<file path="src/rtl/rect_motion_ctrl.sv">
// rect_motion_ctrl: frame-synchronous rectangle position controller with edge clamping.
// Optional boost-key path is built only when `define RECT_BOOST_EN is set.
//
// state  | meaning
// IDLE   | wait for an update tick; snapshot dir on it
// CALC_Y | compute next y into shadow register
// CALC_X | compute next x into shadow register
// COMMIT | load pos/at_edge/dir_err together, pulse strobe
module rect_motion_ctrl #(
  parameter int SCREEN_W  = 640,
  parameter int SCREEN_H  = 480,
  parameter int RECT_W    = 100,
  parameter int RECT_H    = 50,
  parameter int INI_X     = 269,
  parameter int INI_Y     = 189,
  parameter int VEL       = 2,
  parameter int BOOST     = 20,
  parameter int FRAME_DIV = 1
) (
  input  logic       pixel_clk_i,
  input  logic       reset_n_i,
  input  logic       v_sync_i,
  input  logic [3:0] dir_i,
  input  logic       boost_n_i,
  input  logic       center_req_i,
  output logic [9:0] pos_x_o,
  output logic [9:0] pos_y_o,
  output logic [3:0] at_edge_o,
  output logic       dir_err_o,
  output logic       upd_strobe_o
);

  localparam int              CW       = (FRAME_DIV > 1) ? $clog2(FRAME_DIV) : 1;
  localparam logic [CW-1:0]   FRM_LAST = CW'(FRAME_DIV - 1);
  localparam logic [10:0]     LIM_X    = 11'(SCREEN_W - RECT_W);
  localparam logic [10:0]     LIM_Y    = 11'(SCREEN_H - RECT_H);
  localparam logic [9:0]      INI_X_V  = 10'(INI_X);
  localparam logic [9:0]      INI_Y_V  = 10'(INI_Y);
  localparam logic [10:0]     VEL_V    = 11'(VEL);

  typedef enum logic [1:0] {IDLE, CALC_Y, CALC_X, COMMIT} state_t;

  state_t          state_q, state_d;
  logic            vs_q;
  logic [CW-1:0]   frm_cnt_q, frm_cnt_d;
  logic [3:0]      snap_q, snap_d;
  logic [9:0]      nxt_x_q, nxt_x_d, nxt_y_q, nxt_y_d;
  logic [9:0]      pos_x_q, pos_x_d, pos_y_q, pos_y_d;
  logic [3:0]      at_edge_q, at_edge_d;
  logic            dir_err_q, dir_err_d;
  logic            upd_strobe_q, upd_strobe_d;
  logic            ctr_pend_q, ctr_pend_d;
  logic            tick, multi;
  logic [10:0]     step;

  // Saturating move along one axis; 11-bit math so neither direction can wrap.
  function automatic logic [9:0] step_axis(input logic [9:0] cur, input logic inc,
                                           input logic dec, input logic [10:0] stp,
                                           input logic [10:0] lim);
    logic [10:0] c, r;
    c = {1'b0, cur};
    r = c;
    if (inc)      r = ((c + stp) > lim) ? lim : (c + stp);
    else if (dec) r = (c <= stp) ? 11'd0 : (c - stp);
    return 10'(r);
  endfunction

`ifdef RECT_BOOST_EN
  localparam logic [10:0] BOOST_V = 11'(BOOST);
  logic bst_s1_q, bst_s2_q, bst_s3_q;
  logic boost_pend_q, boost_pend_d;

  always_ff @(posedge pixel_clk_i or negedge reset_n_i) begin
    if (!reset_n_i) begin
      bst_s1_q     <= 1'b1;
      bst_s2_q     <= 1'b1;
      bst_s3_q     <= 1'b1;
      boost_pend_q <= 1'b0;
    end else begin
      bst_s1_q     <= boost_n_i;
      bst_s2_q     <= bst_s1_q;
      bst_s3_q     <= bst_s2_q;
      boost_pend_q <= boost_pend_d;
    end
  end

  // A press landing in the COMMIT cycle survives for the next update.
  always_comb begin
    boost_pend_d = boost_pend_q;
    if (state_q == COMMIT) boost_pend_d = 1'b0;
    if (!bst_s2_q && bst_s3_q) boost_pend_d = 1'b1;
  end

  assign step = boost_pend_q ? BOOST_V : VEL_V;
`else
  logic unused_boost_n;
  assign unused_boost_n = boost_n_i;
  assign step           = VEL_V;
`endif

  assign tick  = !v_sync_i && vs_q;
  assign multi = !$onehot0(snap_q);

  always_comb begin
    state_d      = state_q;
    frm_cnt_d    = frm_cnt_q;
    snap_d       = snap_q;
    nxt_x_d      = nxt_x_q;
    nxt_y_d      = nxt_y_q;
    pos_x_d      = pos_x_q;
    pos_y_d      = pos_y_q;
    at_edge_d    = at_edge_q;
    dir_err_d    = dir_err_q;
    upd_strobe_d = 1'b0;
    ctr_pend_d   = ctr_pend_q | center_req_i;
    case (state_q)
      IDLE: begin
        if (tick) begin
          if (frm_cnt_q == FRM_LAST) begin
            frm_cnt_d = '0;
            snap_d    = dir_i;
            state_d   = CALC_Y;
          end else begin
            frm_cnt_d = frm_cnt_q + 1'b1;
          end
        end
      end
      CALC_Y: begin
        nxt_y_d = step_axis(pos_y_q, snap_q[0] && !multi, snap_q[2] && !multi, step, LIM_Y);
        state_d = CALC_X;
      end
      CALC_X: begin
        nxt_x_d = step_axis(pos_x_q, snap_q[1] && !multi, snap_q[3] && !multi, step, LIM_X);
        state_d = COMMIT;
      end
      COMMIT: begin
        ctr_pend_d = center_req_i;
        if (ctr_pend_q) begin
          pos_x_d   = INI_X_V;
          pos_y_d   = INI_Y_V;
          dir_err_d = 1'b0;
        end else begin
          pos_x_d   = nxt_x_q;
          pos_y_d   = nxt_y_q;
          dir_err_d = multi;
        end
        at_edge_d    = {pos_x_d == 10'd0, pos_y_d == 10'd0,
                        pos_x_d == LIM_X[9:0], pos_y_d == LIM_Y[9:0]};
        upd_strobe_d = 1'b1;
        state_d      = IDLE;
      end
      default: state_d = IDLE;
    endcase
  end

  always_ff @(posedge pixel_clk_i or negedge reset_n_i) begin
    if (!reset_n_i) begin
      state_q      <= IDLE;
      vs_q         <= 1'b1;
      frm_cnt_q    <= '0;
      snap_q       <= 4'b0000;
      nxt_x_q      <= INI_X_V;
      nxt_y_q      <= INI_Y_V;
      pos_x_q      <= INI_X_V;
      pos_y_q      <= INI_Y_V;
      at_edge_q    <= 4'b0000;
      dir_err_q    <= 1'b0;
      upd_strobe_q <= 1'b0;
      ctr_pend_q   <= 1'b0;
    end else begin
      state_q      <= state_d;
      vs_q         <= v_sync_i;
      frm_cnt_q    <= frm_cnt_d;
      snap_q       <= snap_d;
      nxt_x_q      <= nxt_x_d;
      nxt_y_q      <= nxt_y_d;
      pos_x_q      <= pos_x_d;
      pos_y_q      <= pos_y_d;
      at_edge_q    <= at_edge_d;
      dir_err_q    <= dir_err_d;
      upd_strobe_q <= upd_strobe_d;
      ctr_pend_q   <= ctr_pend_d;
    end
  end

  assign pos_x_o      = pos_x_q;
  assign pos_y_o      = pos_y_q;
  assign at_edge_o    = at_edge_q;
  assign dir_err_o    = dir_err_q;
  assign upd_strobe_o = upd_strobe_q;

endmodule

</file>
<file path="config.mk">
export PLATFORM = sky130hd
export DESIGN_NAME = rect_motion_ctrl
export DESIGN_NICKNAME = d
export VERILOG_FILES = /design/src/rtl/rect_motion_ctrl.sv
export SDC_FILE = /design/constraint.sdc
export NUM_CORES = 1
export LEC_CHECK = 0
export CAP_MARGIN = 15
export CORE_ASPECT_RATIO = 0.8
export CORE_MARGIN = 3
export CORE_UTILIZATION = 54
export CTS_BUF_LIST = sky130_fd_sc_hd__clkbuf_4 sky130_fd_sc_hd__clkbuf_8
export DETAILED_ROUTE_END_ITERATION = 12
export GPL_TIMING_DRIVEN = 0
export PLACE_DENSITY_LB_ADDON = 0.05
export SYNTH_ARGS = -nofsm -noshare
export SYNTH_HDL_FRONTEND = slang
export SYNTH_SLANG_ARGS = --single-unit
export TNS_END_PERCENT = 20
</file>
<file path="constraint.sdc">
create_clock -name pixel_clk_i -period 2.45 [get_ports pixel_clk_i]
set_input_delay 0.49 -clock pixel_clk_i [delete_from_list [all_inputs] [get_ports pixel_clk_i]]
set_output_delay 0.49 -clock pixel_clk_i [all_outputs]
set_load 0.02 [all_outputs]
</file>
==> results of run 1 <==
## registers in the layout (all words and copies together) (netlist names), 2 cells and up
| register | count |
|---|---|
| nxt_x_q | 10 |
| nxt_y_q | 10 |
| pos_x_o | 10 |
| pos_y_o | 10 |
| at_edge_o | 4 |
| snap_q | 4 |
| state_q | 2 |
## cells by family after synthesis
kind of cell / count (synthesis) / share of synthesized area [%]
simple gates: 154 / 22.9
compound gates: 108 / 20.1
flops: 54 / 38.3
buf+inv: 49 / 5.71
xor+xnor: 19 / 4.63
fa+ha+maj: 13 / 4.73
mux: 12 / 3.62
## layout make-up
class | count | area, um^2
repair buffers | 43 | 413
fillers | 495 | 1790
clock buffers | 5 | 68.8
flip-flops and latches | 54 | 1380
well taps | 81 | 101
plain buffers | 25 | 126
inverters | 23 | 86.3
clock inverters | 3 | 40.0
multi-input cells | 306 | 2150
## cell usage in the layout, fill, tap and decap left out, types with 10 or more instances in the layout
master,synthesis,final
a21oi_1,23,20
dfrtp_1,33,31
nor2_1,35,34
nand2_1,28,27
nand3_1,17,15
nor3_1,14,13
dfstp_2,21,21
clkdlybuf4s50_1,0,32
ha_1,12,10
o21ai_0,30,29
inv_1,23,22
clkbuf_1,17,14
xnor2_1,10,10
## per-layer routing
layer,track usage [%],vias to the layer above,wire length (um)
li1,-,1584,-
met1,42.8,1642,4980
met2,38.8,168,4290
met3,5.53,6,1020
met4,5.67,0,62
met5,0,-,0
## power by group through the flow
stage | Combinational (mW) | Clock, mW | Sequential [mW]
finish | 3.51 | 0.612 | 1.66
CTS | 3.25 | 0.617 | 1.66
global placement | 2.99 | 0 | 1.68
global route | 3.83 | 0.659 | 1.71
detailed placement | 3.04 | 0 | 1.69
floorplan | 2.00 | 0 | 1.74
## critical path, cell delays in order (launching register included)
cell,delay [ns]
dfstp_2,0.58
inv_2,0.07
ha_4,0.26
or3b_4,0.40
a41oi_2,0.20
nor4_1,0.08
or4b_1,0.49
or3b_1,0.24
a31oi_1,0.09
## stage by stage
stage / instance area, um^2 / total power, mW / hold WS, ns / setup slack, ns / TNS, ns
after global routing: 4370 / 6.20 / 0.0960 / -0.188 / -0.789
after floorplan: 3620 / 3.73 / 0.194 / -0.0311 / -0.0311
final: 4370 / 5.78 / 0.0916 / -0.0993 / -0.208
after CTS: 4270 / 5.53 / 0.103 / -0.0720 / -0.185
after detailed placement: 4060 / 4.73 / 0.444 / -0.551 / -4.90
after global placement: 4050 / 4.67 / 0.462 / -0.788 / -35.29
## final timing paths
| path | start | endpoint | slack, ns | depth (start not counted) |
|---|---|---|---|---|
| setup / recovery | pos_y_o[2] | nxt_y_q[1] | -0.1 | 8 |
| hold / removal | reset_n_i | pos_y_o[6] | 0.09 | 1 |
| setup reg to reg | pos_y_o[2] | nxt_y_q[1] | -0.1 | 8 |
| hold reg to reg | nxt_x_q[5] | at_edge_o[1] | 0.49 | 1 |
| max in group asynchronous | reset_n_i | pos_x_o[8] | 1.74 | 2 |
| min in group pixel_clk_i | nxt_x_q[5] | at_edge_o[1] | 0.49 | 1 |
## timing repair
| item | CTS | global route |
|---|---|---|
| pin swaps | 3 | 3 |
| buffers inserted | 4 | 5 |
| gates resized for setup | 18 | 13 |
| endpoints found under the setup margin | 20 | 19 |
==> results.yml, run 1 <==
cts:
  htreeDepth: 2
  cts_tree: "built"
  cts_made_buffers: 5
  cts_sinks: 54
  clockBufferDepth: 2
  ctsHoldBuffers: 0
  insertion_delay_ns: 0.31
  clk_pin_slew_ns: 0.11
  root_buffer: "clkbuf_8"
cells_and_area:
  instances_no_fill: 540
  drive_above_1_share_pct: 19.2
  final_core_utilization_pct: 70.9
  num_antenna_cells: 0
  syn_to_final_growth_pct: 21.5
  nNetsFinal: 480
place:
  routabilityCongestion: 0.960
  dp_cells: 524
  numPortBuffers: 33
  dp_hpwl_um: 7630
yosys:
  netlist_top_cells_count: "nor2_1 (35), dfrtp_1 (33), o21ai_0 (30)"
  ys_seq_area_share_pct: 38.3
  syn_avg_cell_area_um2: 8.79
  ys.flop_type: "dfrtp_1"
  synth_cells: 409
  yosysTopAreaCell: "dfrtp_1"
  syn_area_um2: 3600
  yosysMostFrequentCell: "nor2_1"
  ys_top_cells_by_area: "dfrtp_1 (23%), dfstp_2 (15%), ha_1 (4.2%)"
  yosys_warnings: 0
  synth_nets: 431
  ys_seq_elements: 54
  async_flop_share_pct: 100
  ys_types: 66
  synth_edf_count: 0
  netlist.area_leader.share_pct: 23.0
sta:
  final.setup_skew_ns: 0.00950
  tightest_slew_ns: 0.636
  relSlewSlack_pct: 57.6
  period_needed_ns: 2.55
  finalSetupViolations: 4
  period_share_pct: 104
  layout_setup_ws_ns: -0.0993
  fmax_ghz: 0.392
  slew_violations: 0
  finalHoldViolCount: 0
  rsz0062_at_grt: "true"
global_route:
  grt_pass1_wl_um: 16600
  antenna_found_initial: 0
  grt_overflow: 0
  grt_max_degree: 40
  grtUsageTotal_pct: 27.3
  grt_pass1_vias: 3124
die:
  die-area_um2: 7680
  die_x_um: 97.2
  core_region_area_um2: 6160
  dieHeight_um: 79.0
  start_util_pct: 58.4
  ios: 35
  rows: 25
power_and_ir_drop:
  ir_drop_mv: 0.876
  p_leak_nw: 1.70
  switching_share_pct: 48.0
  p_clk_share_pct: 10.6
  combPwrFrac_pct: 60.7
  p_sw_mw: 2.77
  cellPowerDensity_nw_per_um2: 1320
  p_int_mw: 3.01
  seqPwrFrac_pct: 28.8
worst_setup_path:
  cp.required_ns: 2.62
  arrival_ns: 2.72
  crit_path_start_kind: "flop"
  critical_path_class: "reg -> reg"
  end_kind: "flop"
  crit_fanout: 4
routing:
  firstDrtPassIters: 5
  drtAntennaViolNets: 0
  wl_per_cell_um: 19.2
  drc: 0
  via_per_inst: 6.30
  vias: 3400
  wl_um: 10400
  drt-initial-drc-count: 333
status:
  status: "complete, but fails checks"
  violations: "setup timing"
flow_run:
  drv_cap: 0
hold_path:
  hold_path_class: "in -> async"
Power figures use the tool's default switching activity.
==> run 2, diff against run 1 <==
--- a/config.mk
+++ b/config.mk
@@ -13,6 +13,7 @@
 export DETAILED_ROUTE_END_ITERATION = 12
 export GPL_TIMING_DRIVEN = 0
 export PLACE_DENSITY_LB_ADDON = 0.05
+export SLEW_MARGIN = 20
 export SYNTH_ARGS = -nofsm -noshare
 export SYNTH_HDL_FRONTEND = slang
 export SYNTH_SLANG_ARGS = --single-unit
==> run 2 against run 1 <==
- the flow still finishes with violations (setup timing)
- worst hold slack better by 0.11 ns
- setup slack got worse by 0.022 ns
- largest cell class unchanged
- register-to-register slack worse by 0.02 ns
- via count up 0.53%
==> results.yml, run 2 (same netlist as run 1, synthesis figures left out) <==
status:
  status: "complete, but fails checks"
  violations: "setup timing"
sta:
  tightest_slew_ns: 0.678
  layout_setup_ws_ns: -0.121
  period_needed_ns: 2.57
  period_share_pct: 105
  slew_violations: 0
  relSlewSlack_pct: 54.8
  timing.setup.tns_ns: -0.360
  fin_worst_hold_slack_ns: 0.202
  fmax_ghz: 0.389
  rsz0062_at_grt: "true"
  finalSetupViolations: 5
  final.setup_skew_ns: 0.0108
  finalHoldViolCount: 0
power_and_ir_drop:
  fin_total_pwr_mw: 5.70
  cellPowerDensity_nw_per_um2: 1320
  ir_drop_mv: 0.906
  p_leak_nw: 1.67
flow_run:
  drv_cap: 0
worst_setup_path:
  end_kind: "flop"
  crit_slowest_cell: "dfstp_2"
  cp.required_ns: 2.69
  crit_fanout: 10
  critical_path_class: "reg -> reg"
  critical_path.startpoint: "pos_y_o[5]"
  crit_path_cell_trace: "buf_2, nand3_1, nor4_1, xor2_1, o211ai_1, or3b_4, a22o_1"
  crit_path_start_kind: "flop"
  critPathMaxStageDelay_ns: 0.59
  r2r-start: "pos_y_o[5]"
  regToRegEndpoint: "nxt_y_q[0]"
  regToRegSetupSlack_ns: -0.12
  arrival_ns: 2.81
  r2r_cells: 7
hold_path:
  hold_path_class: "in -> async"
routing:
  via_per_inst: 6.36
  wl_met1_um: 4780
  wl_met3_um: 1030
  vias: 3418
  wl_um: 10300
  drt-initial-drc-count: 470
  firstDrtPassIters: 5
  wl_per_cell_um: 19.2
  drtAntennaViolNets: 0
  top_layer: "met4"
  drc: 0
  wl_met2_um: 4390
cells_and_area:
  fill_cells: 482
  final_common_cell: "nor2_1"
  instances_no_fill: 537
  num_antenna_cells: 0
  mostFrequentLayoutCells: "nor2_1 (34), clkdlybuf4s50_1 (32), dfrtp_1 (31), o21ai_0 (29), nand2_1 (27)"
  syn_to_final_growth_pct: 19.9
  final_core_utilization_pct: 70.0
  nNetsFinal: 477
  finalInstanceArea_um2: 4310
  drive_above_1_share_pct: 18.9
cts:
  clk_pin_slew_ns: 0.10
  insertion_delay_ns: 0.31
  root_buffer: "clkbuf_8"
  htreeDepth: 2
  cts_sinks: 54
  ctsHoldBuffers: 0
  cts_tree: "built"
  cts_made_buffers: 5
  clockBufferDepth: 2
place:
  dpl_worst_slack_ns: -0.521
  dp_hpwl_um: 7500
  dp_cells: 523
  dpl-instance-area_um2: 4050
  numPortBuffers: 33
  routabilityCongestion: 0.960
die:
  dieHeight_um: 79.0
  die-area_um2: 7680
  start_util_pct: 58.4
  core_region_area_um2: 6160
  ios: 35
  die_x_um: 97.2
  rows: 25
global_route:
  grt_pass1_vias: 3115
  grt_overflow: 0
  grtUsageTotal_pct: 27.1
  grt_pass1_wl_um: 16500
  antenna_found_initial: 0
  grt_max_degree: 55
[run 2: changes by cell type in the layout (fill, tap and decap cells not counted)]
| cell | delta |
|---|---|
| buf_4 | -1 |
| or3b_1 | -1 |
| fa_1 | -1 |
| nor4_1 | +1 |
| or3b_4 | +1 |
| bufinv_16 | -1 |
| buf_12 | -1 |
| fa_2 | +1 |
| nor4_2 | -1 |
| buf_2 | -1 |
| clkbuf_4 | +1 |
[run 2: layout make-up]
cell class                 instances  area (um^2)  share of cell area, %
timing repair buffer              40          380                   8.82
sequential                        54         1380                   32.0
multi-input combinational        306         2150                   49.9
clock inverter                     2         10.0                  0.232
tap                               81          101                   2.35
clock buffer                       6         76.3                   1.77
inverter                          23         86.3                   2.00
buffer                            25          126                   2.93
[run 2: worst max-delay path by stage]
stage,to,slack (ns)
2_1_floorplan,nxt_y_q[1],-0.03
3_3_place_gp,pos_x_o[1],-0.79
3_5_place_dp,nxt_x_q[1],-0.52
4_1_cts,nxt_y_q[1],-0.08
5_1_grt,nxt_y_q[1],-0.21
6_report,nxt_y_q[0],-0.12
[run 2: critical path: cells and delay by family (launching register included)]
kind	cells	cell delay [ns]
AND/OR/NAND/NOR	3	1.13
flip-flops	1	0.59
AO/OA/AOI/OAI	2	0.36
buffers and inverters	1	0.25
XOR/XNOR	1	0.18
[run 2: where the power goes]
group	internal [mW]	switching, mW	leakage, nW
registers	1.32	0.362	0.647
clock network	0.211	0.302	0.0484
logic	1.38	2.13	0.973
total	2.91	2.79	1.67
[run 2: metal layers]
layer	vias to the layer above	GRT usage, %
met1	1661	42.1
met4	0	4.29
met3	15	6.85
met5	-	0
met2	163	38.5
li1	1579	-
[run 2: repair_timing]
item / in CTS / in global routing
hold endpoints to repair: 0 / 0
pin swaps: 2 / 3
setup buffers: 2 / 5
setup endpoints to repair: 20 / 20
resized for setup: 19 / 13
